## src/rtl/serial_ripple_subtract.sv

```systemverilog
// serial_ripple_subtract: bit-serial LSB-first ripple-borrow subtractor; one full-subtractor
// cell plus a borrow flop, result = WIDTH-bit difference with the final borrow in D[WIDTH].
module serial_ripple_subtract #(
   parameter int WIDTH = 4,
   localparam int CW = $clog2(WIDTH) + 1
) (
   input  logic             clk,
   input  logic             rst,
   input  logic             start,
   input  logic [WIDTH-1:0] A,
   input  logic [WIDTH-1:0] B,
   output logic             busy,
   output logic             done,
   output logic [WIDTH:0]   D
);
   typedef enum logic [1:0] {S_IDLE, S_RUN, S_DONE} state_t;
   state_t state, next;
   logic [WIDTH-1:0] sh_a, sh_b;
   logic [WIDTH-2:0] acc;
   logic [WIDTH-1:0] full;
   logic [CW-1:0] cnt;
   logic borrow, d_bit, b_out, last, accept;
   always_comb begin
      d_bit  = sh_a[0] ^ sh_b[0] ^ borrow;
      b_out  = (~sh_a[0] & sh_b[0]) | (~(sh_a[0] ^ sh_b[0]) & borrow);
      full   = {d_bit, acc};
      last   = (state == S_RUN) && (cnt == CW'(WIDTH - 1));
      accept = start && (state != S_RUN);
   end
   always_ff @(posedge clk or posedge rst)
      if (rst) state <= S_IDLE;
      else state <= next;
   always_comb next = accept ? S_RUN : last ? S_DONE : (state == S_RUN) ? S_RUN : S_IDLE;
   always_comb begin
      busy = (state == S_RUN);
      done = (state == S_DONE);
   end
   // acc keeps only the upper WIDTH-1 bits; the bit processed last is appended directly into D
   always_ff @(posedge clk or posedge rst)
      if (rst) begin
         sh_a   <= '0;
         sh_b   <= '0;
         acc    <= '0;
         borrow <= 1'b0;
         cnt    <= '0;
         D      <= '0;
      end else if (accept) begin
         sh_a   <= A;
         sh_b   <= B;
         acc    <= '0;
         borrow <= 1'b0;
         cnt    <= '0;
      end else if (state == S_RUN) begin
         sh_a   <= sh_a >> 1;
         sh_b   <= sh_b >> 1;
         acc    <= full[WIDTH-1:1];
         borrow <= b_out;
         cnt    <= cnt + CW'(1);
         if (last) D <= {b_out, full};
      end
endmodule

```

## config.mk

```make
export PLATFORM = sky130hd
export DESIGN_NAME = serial_ripple_subtract
export DESIGN_NICKNAME = d
export VERILOG_FILES = /design/src/rtl/serial_ripple_subtract.sv
export SDC_FILE = /design/constraint.sdc
export NUM_CORES = 1
export LEC_CHECK = 0
export CAP_MARGIN = 20
export CORE_MARGIN = 2
export CORE_UTILIZATION = 30
export DETAILED_ROUTE_END_ITERATION = 7
export GPL_ROUTABILITY_DRIVEN = 0
export HOLD_SLACK_MARGIN = 0.15
export MAX_ROUTING_LAYER = met4
export PLACE_DENSITY = 0.47
export SETUP_SLACK_MARGIN = 0.1
export SYNTH_ARGS = -nofsm -noshare
export SYNTH_HDL_FRONTEND = slang
export SYNTH_SLANG_ARGS = --single-unit
```

## constraint.sdc

```tcl
create_clock -name clk -period 2.9 [get_ports clk]
set_input_delay 0.435 -clock clk [delete_from_list [all_inputs] [get_ports clk]]
set_output_delay 0.435 -clock clk [all_outputs]
set_load 0.005 [all_outputs]
```

# After elaboration in Yosys (flattened, before gate mapping)
# Index checks and enable logic that the tools add are counted.
[word_totals]
reg_bits = 22
n_memories = 0
mem_bits_ro = 0
inputBits = 11
latchBits = 0
ramBits = 0
elab_cells = 37
out_inout_bits = 7
[classes]
n_shift = 0
bitwise_logic = 8
n_mux = 13
n_eq_ne = 4
add_sub_neg = 1
n_lt_le_gt_ge = 0
n_reduce_logical = 4
mul = 0
div_mod_pow = 0
[ops]
columns = ["operator", "n"]
rows = [
  ["$mux 4", 4],
  ["$mux 3", 4],
  ["$mux 2", 2],
  ["$add 3x1->3 const B", 1],
  ["$eq 3x2->1 const B", 1],
  ["$mux 1", 3],
  ["$not 1->1", 3],
  ["$reduce_and 3->1", 1],
  ["$and 1x1->1", 2],
  ["$eq 2x1->1 const B", 1],
  ["$eq 2x2->1 const B", 1],
  ["$logic_and 1x1->1", 2],
  ["$ne 2x1->1 const B", 1],
  ["$reduce_bool 2->1", 1],
  ["$xor 1x1->1", 2],
  ["$or 1x1->1", 1],
]

# Depth between registers and ports, before layout
# Gate-level depths: netlist of the first run.
[depth]
word_depth = 6
depth_mapped = 5
depth_no_buf = 4

# Worst setup path after synthesis of the first run
# No wires, ideal clock.
[synth_timing]
path_type = "register -> register"
startpoint = "register cnt[0]"
endpoint = "register D[0]"
path_stages_with_launch = 5
setup_slack_ns = 1.479
required_time_ns = 2.775
synth_period_minus_slack_ns = 1.421
setup_time_ns = 0.125
path_buffers = 0
t_arrival_ns = 1.296
path_cell_list = "dfrtp_1 > ha_1 > ha_1 > nand3b_1 > mux2_2"
[synth_between]
elab_chain_len = 3
[synth_lines]
columns = ["item", "line", "source"]
rows = [
  ["start, declared", "21", "logic [CW-1:0] cnt;"],
  ["start signal, assigned", "58", "cnt <= cnt + CW'(1);"],
  ["$eq 3x2->1", "27", "last = (state == S_RUN) && (cnt == CW'(WIDTH - 1));"],
  ["$logic_and 1x1->1", "27", ""],
  ["$reduce_and 3->1 (no line)", "-", ""],
  ["end signal, assigned", "59", "if (last) D <= {b_out, full};"],
  ["end, declared", "14", "output logic [WIDTH:0] D"],
]
# Every way passes these cells.
# A chain may end at the register's enable or synchronous reset.

# Worst setup path in the final report of the first run
[layout_timing]
startpoint = "register state[1]"
endpoint = "output port busy"
[layout_between]
elab_chain_len = 1
[layout_lines]
columns = ["item", "line", "source"]
rows = [
  ["start, declared", "17", "state_t state, next;"],
  ["start signal, assigned", "32", "else state <= next;"],
  ["$eq 2x1->1", "35", "busy = (state == S_RUN);"],
  ["end, declared", "12", "output logic busy,"],
]
# Every way passes these cells.

==> impl_metrics.tcl, run 1 <==
set metrics [dict create \
    hold_viol 0 \
    end_kind "output pin" \
    synth_cell_type_count 15 \
    finalSetupTns_ns 0 \
    synthCells 76 \
    crit_fanout 15 \
    row_count 21 \
    reg2reg_from "cnt[0]" \
    drive_gt1_share_pct 21.28 \
    clk_pin_slew_ns 0.12 \
    wl_um 1596 \
    yosysWarnings 0 \
    die-area_um2 4020 \
    fmax_mhz 470.2 \
    finalSetupViolations 0 \
    synth_edf_count 0 \
    outcome "completed" \
    p_leak_nw 0.6014 \
    cts_hold_buf 0 \
    grt_max_degree 23 \
    ys_seq_area_share_pct 52.01 \
    relSlewSlack_pct 43.82 \
    timing.critical_path.required_ns 2.47 \
    via_per_inst 4.243 \
    dieHeight_um 63.40 \
    die-width_um 63.40 \
    grt_pass1_vias 647 \
    crit_path_start "state[1]" \
    cts_setup_buffers 0 \
    numCtsBuffers 3 \
    drtAntennaViolNets 0 \
    hpwlAfterDp_um 1123 \
    finalCritPeriodShare_pct 73.34 \
    syn_area_per_cell_um2 13.93 \
    start_kind "flip-flop" \
    postCtsResizedCells 0 \
    synthesis.nets 90 \
    yosysMostFrequentCell "dfrtp_1" \
    ioPinCount 18 \
    hp-start "cnt[0]" \
    vias 594 \
    nFillCells 357 \
    netlist_top_cells_area "dfrtp_1 (52%), mux2_2 (11%), mux2_4 (7.1%)" \
    cts_tree "yes" \
    netlist.area_leader.share_pct 52.01 \
    antenna_found_initial 0 \
    rsz0062_at_grt "no" \
    dr.pass1.iters 2 \
    drtIter0Drc 1 \
    finalCriticalPeriod_ns 2.127 \
    core_um2 3363 \
    clk_latency_ns 0.30 \
    overflow 0 \
    cts_buffer_depth 2 \
    path_class "flip-flop to output pin" \
    fin_hold_ws_ns 0.4964 \
    cts-root-buf "clkbuf_4" \
    hp-class "flip-flop to flip-flop" \
    synth-seq-cells 22 \
    synth_area_um2 1059 \
    io_buffers 17 \
    insertedDiodeCount 0 \
    grt_pass1_wl_um 2863 \
    synth_common_cells "dfrtp_1 (22), mux2_2 (10), inv_1 (8), mux2i_1 (7)" \
    drc_errors 0 \
    maxSlewViolCount 0 \
    r2r_slack_ns 1.36 \
    ir_worst_vdd_v 0.0002395 \
    start_util_pct 31.47 \
    drv_cap 0 \
    grtUsageTotal_pct 9.579 \
    worstMarginPinSlew_ns 0.8417 \
    arrival_ns 1.69 \
    synth_area_leader_cell "dfrtp_1" \
    skew_ns 0.001025 \
    wl_per_cell_um 11.40 \
    layout.nets 109 \
    clock-sinks 22 \
    h-tree-depth 1 \
    areaGrowthSynthToFinish_pct 21.16 \
    async_flop_share_pct 100.0 \
    power_density_nw_per_um2 948.0 \
    synth_ff_type "dfrtp_1" \
]
## area by class of cell
class,count,area [µm²],area share [%]
Sequential cell,22,550.5,42.93
Inverter,8,30.03,2.341
Tap cell,46,57.56,4.488
Timing Repair Buffer,18,177.7,13.85
Clock buffer,4,36.28,2.829
Multi-Input combinational cell,42,430.4,33.56
## final timing paths
check                              end  depth (start not counted)
worst min-delay path            cnt[0]                          1
worst min register to register  cnt[0]                          1
max in group asynchronous         D[4]                          2
worst max-delay path              busy                          4
worst max register to register    D[2]                          4
min in group asynchronous       cnt[0]                          2
## placed cells by master, fill, tap and decap left out, drive strengths merged, types with 2 or more instances in the layout
master         Yosys  layout
clkdlybuf4s50      0      17
ha                 2       2
nand2b             4       4
inv                8       8
nor2b              5       5
mux2              20      20
nor2               2       2
dfrtp             22      22
mux2i              7       7
clkbuf             0       4
## sequential cells by signal, summed over array words and instances (netlist names)
signal	flops
D	5
cnt	3
sh_b	4
state	2
sh_a	4
borrow	1
acc	3
## logic make-up (layout without fill, tap and decap cells)
family,Yosys count,after routing,synth area share [%]
fa+ha+maj,3,3,4.255
buf+inv,12,30,7.328
flops,22,22,52.01
mux,27,27,29.67
simple gates,12,12,6.738
## power by group
group          switching, mW  leakage (nW)  internal [mW]
Combinational          0.191         0.304          0.345
Sequential            0.0704         0.277          0.441
Clock                 0.0913        0.0210         0.0766
## through the flow
stage               power [mW]  area [µm²]  utilization [%]  instances  setup WS [ns]
floorplan               0.9380        1059                -         76          1.479
global placement         1.055        1246            37.05        136         0.7834
detailed placement       1.068        1246            37.05        136         0.7930
CTS                      1.241        1282            38.13        140         0.7498
global route             1.323        1282            38.13        140         0.6750
finish                   1.216        1282            38.13        140         0.7731
## routing by layer
metal	global-route usage, %	routed length [µm]	up-vias
met4	5.707	15	0
met1	11.48	747	292
met2	14.74	766	14
met5	-	0	-
met3	2.143	67	2
li1	-	-	286
## worst max-delay path: stages (launching register included)
cell and delay (ns):
dfrtp_1 0.41, nand2b_1 0.14, buf_4 0.21, inv_1 0.11, clkdlybuf4s50_1 0.51
Note: power is estimated with default switching activity, not from simulation.
==> run 2, diff against run 1 <==
- PLACE_DENSITY: 0.47 -> 0.49
- clock period: 2.9 -> 1.75 ns (I/O delays scaled with it)
==> run 2 against run 1 <==
  * Clock power up 34%
  * Sequential cell count unchanged
  * Power up 64%
  * Combinational power up 70%
  * Clock skew up 0.0077 ns
  * Worst setup slack worse by 0.57 ns
  * Die area unchanged
  * Wire length up 0.69%
  * Utilization up 0.89 points
  * Count of clock-buffer cells in the layout down 1
  * Hold slack worse by 0.22 ns
==> impl_metrics.tcl, run 2 (synthesized netlist as in run 1, its figures left out) <==
set metrics [dict create \
    met1_length_um 773 \
    outcome "completed" \
    cts-root-buf "clkbuf_4" \
    io_buffers 17 \
    top_layer_used "met4" \
    dr.pass1.iters 2 \
    worstMarginPinSlew_ns 0.3214 \
    seq_area_um2 550.5 \
    finalCriticalPeriod_ns 1.547 \
    areaGrowthSynthToFinish_pct 24.00 \
    hpwlAfterDp_um 1171 \
    fmax_mhz 646.5 \
    vias 602 \
    clk_latency_ns 0.30 \
    finalSetupTns_ns 0 \
    die-width_um 63.40 \
    ir_worst_vdd_v 0.0005139 \
    p_sw_uw 590.0 \
    drc_errors 0 \
    clock_power_share_pct 11.3 \
    hold_viol 0 \
    grt_max_degree 23 \
    h-tree-depth 1 \
    wl_per_cell_um 11.32 \
    drtAntennaViolNets 0 \
    core_um2 3363 \
    r2r_cells 4 \
    layout.nets 112 \
    hp-class "input port to asynchronous set/reset pin" \
    ioPinCount 18 \
    wl_met2_um 740 \
    drv_cap 0 \
    combPwrFrac_pct 45.9 \
    power_density_nw_per_um2 1516 \
    overflow 0 \
    via_per_inst 4.239 \
    fin_hold_ws_ns 0.2723 \
    wl_um 1607 \
    multi_input_area_um2 437.9 \
    cts_buffer_depth 2 \
    finalSetupViolations 0 \
    rsz0062_at_grt "no" \
    nFillCells 358 \
    p_leak_nw 0.6336 \
    place_inst 138 \
    netSwitchingFraction_pct 29.66 \
    wl_met3_um 74 \
    start_util_pct 31.47 \
    die-area_um2 4020 \
    insertedDiodeCount 0 \
    relSlewSlack_pct 78.51 \
    path_class "flip-flop to flip-flop" \
    crit_fanout 6 \
    grtUsageTotal_pct 9.848 \
    skew_ns 0.008692 \
    largest_reg_flops 5 \
    clk_pin_slew_ns 0.12 \
    clock-sinks 22 \
    finalCritPeriodShare_pct 88.39 \
    dieHeight_um 63.40 \
    drive_gt1_share_pct 25.00 \
    row_count 21 \
    grt_pass1_vias 645 \
    layout.cells.non_filler 142 \
    reg_top3 "D (5), sh_a (4), sh_b (4)" \
    end_kind "flip-flop" \
    cts_tree "yes" \
    numCtsBuffers 3 \
    cell_internal_pwr_mw 1.399 \
    grt_pass1_wl_um 2973 \
    drtIter0Drc 4 \
    layout_common_cells "dfrtp_1 (22), clkdlybuf4s50_1 (15), mux2_2 (10)" \
    final_common_cell "dfrtp_1" \
    cts_hold_buf 0 \
    start_kind "flip-flop" \
    regMostFlops "D" \
    pwr-share-seq_pct 42.8 \
    antenna_found_initial 0 \
    maxSlewViolCount 0 \
    arrival_ns 1.74 \
    timing.critical_path.required_ns 1.94 \
]
-- run 2: area by class of cell --
| class | instances | share of cell area (%) |
|---|---|---|
| clock buffer | 3 | 1.716 |
| inverter | 8 | 2.288 |
| multi-input combinational | 42 | 33.37 |
| sequential | 22 | 41.94 |
| tap | 46 | 4.385 |
| timing repair buffer | 21 | 16.30 |
-- run 2: worst max-delay path, cell delays in order (launching register included) --
cell	delay, ns
dfrtp_1	0.42
ha_1	0.20
ha_1	0.19
nand3b_1	0.26
mux2_2	0.37
-- run 2: repair_timing --
action / CTS / global route
buffers inserted: 1 / 0
endpoints found under the setup margin: 1 / 1
gates resized for setup: 3 / 1
gates cloned: 0 / 0
-- run 2: power by group through the flow --
stage / sequential [mW] / combinational (mW) / clock (mW)
6_report: 0.852 / 0.913 / 0.225
5_1_grt: 0.889 / 1.02 / 0.260
3_3_place_gp: 0.855 / 0.906 / 0
3_5_place_dp: 0.863 / 0.924 / 0
4_1_cts: 0.856 / 0.944 / 0.237
2_1_floorplan: 0.836 / 0.718 / 0
-- run 2: metrics by stage --
stage | worst slack (ns) | util [%] | area, µm² | total power [mW]
2_1_floorplan | 0.3295 | - | 1059 | 1.554
3_3_place_gp | 0.1250 | 37.87 | 1274 | 1.761
3_5_place_dp | 0.1126 | 37.87 | 1274 | 1.787
4_1_cts | 0.06588 | 38.95 | 1310 | 2.037
5_1_grt | 0.1136 | 39.03 | 1313 | 2.166
6_report | 0.2032 | 39.03 | 1313 | 1.989
-- run 2: path summary, 6_finish.rpt --
check / start / end / slack, ns
min in group clk: cnt[0] / cnt[0] / 0.49
setup / recovery: cnt[0] / D[3] / 0.20
hold / removal: rst / state[0] / 0.27
hold reg to reg: cnt[0] / cnt[0] / 0.49
setup reg to reg: cnt[0] / D[3] / 0.20
max in group asynchronous: rst / D[3] / 1.24
-- run 2: layer usage --
| metal | global-route usage (%) | up-vias |
|---|---|---|
| met1 | 12.15 | 297 |
| met3 | 2.143 | 2 |
| li1 | - | 289 |
| met4 | 4.891 | 0 |
| met2 | 15.26 | 14 |
| met5 | - | - |
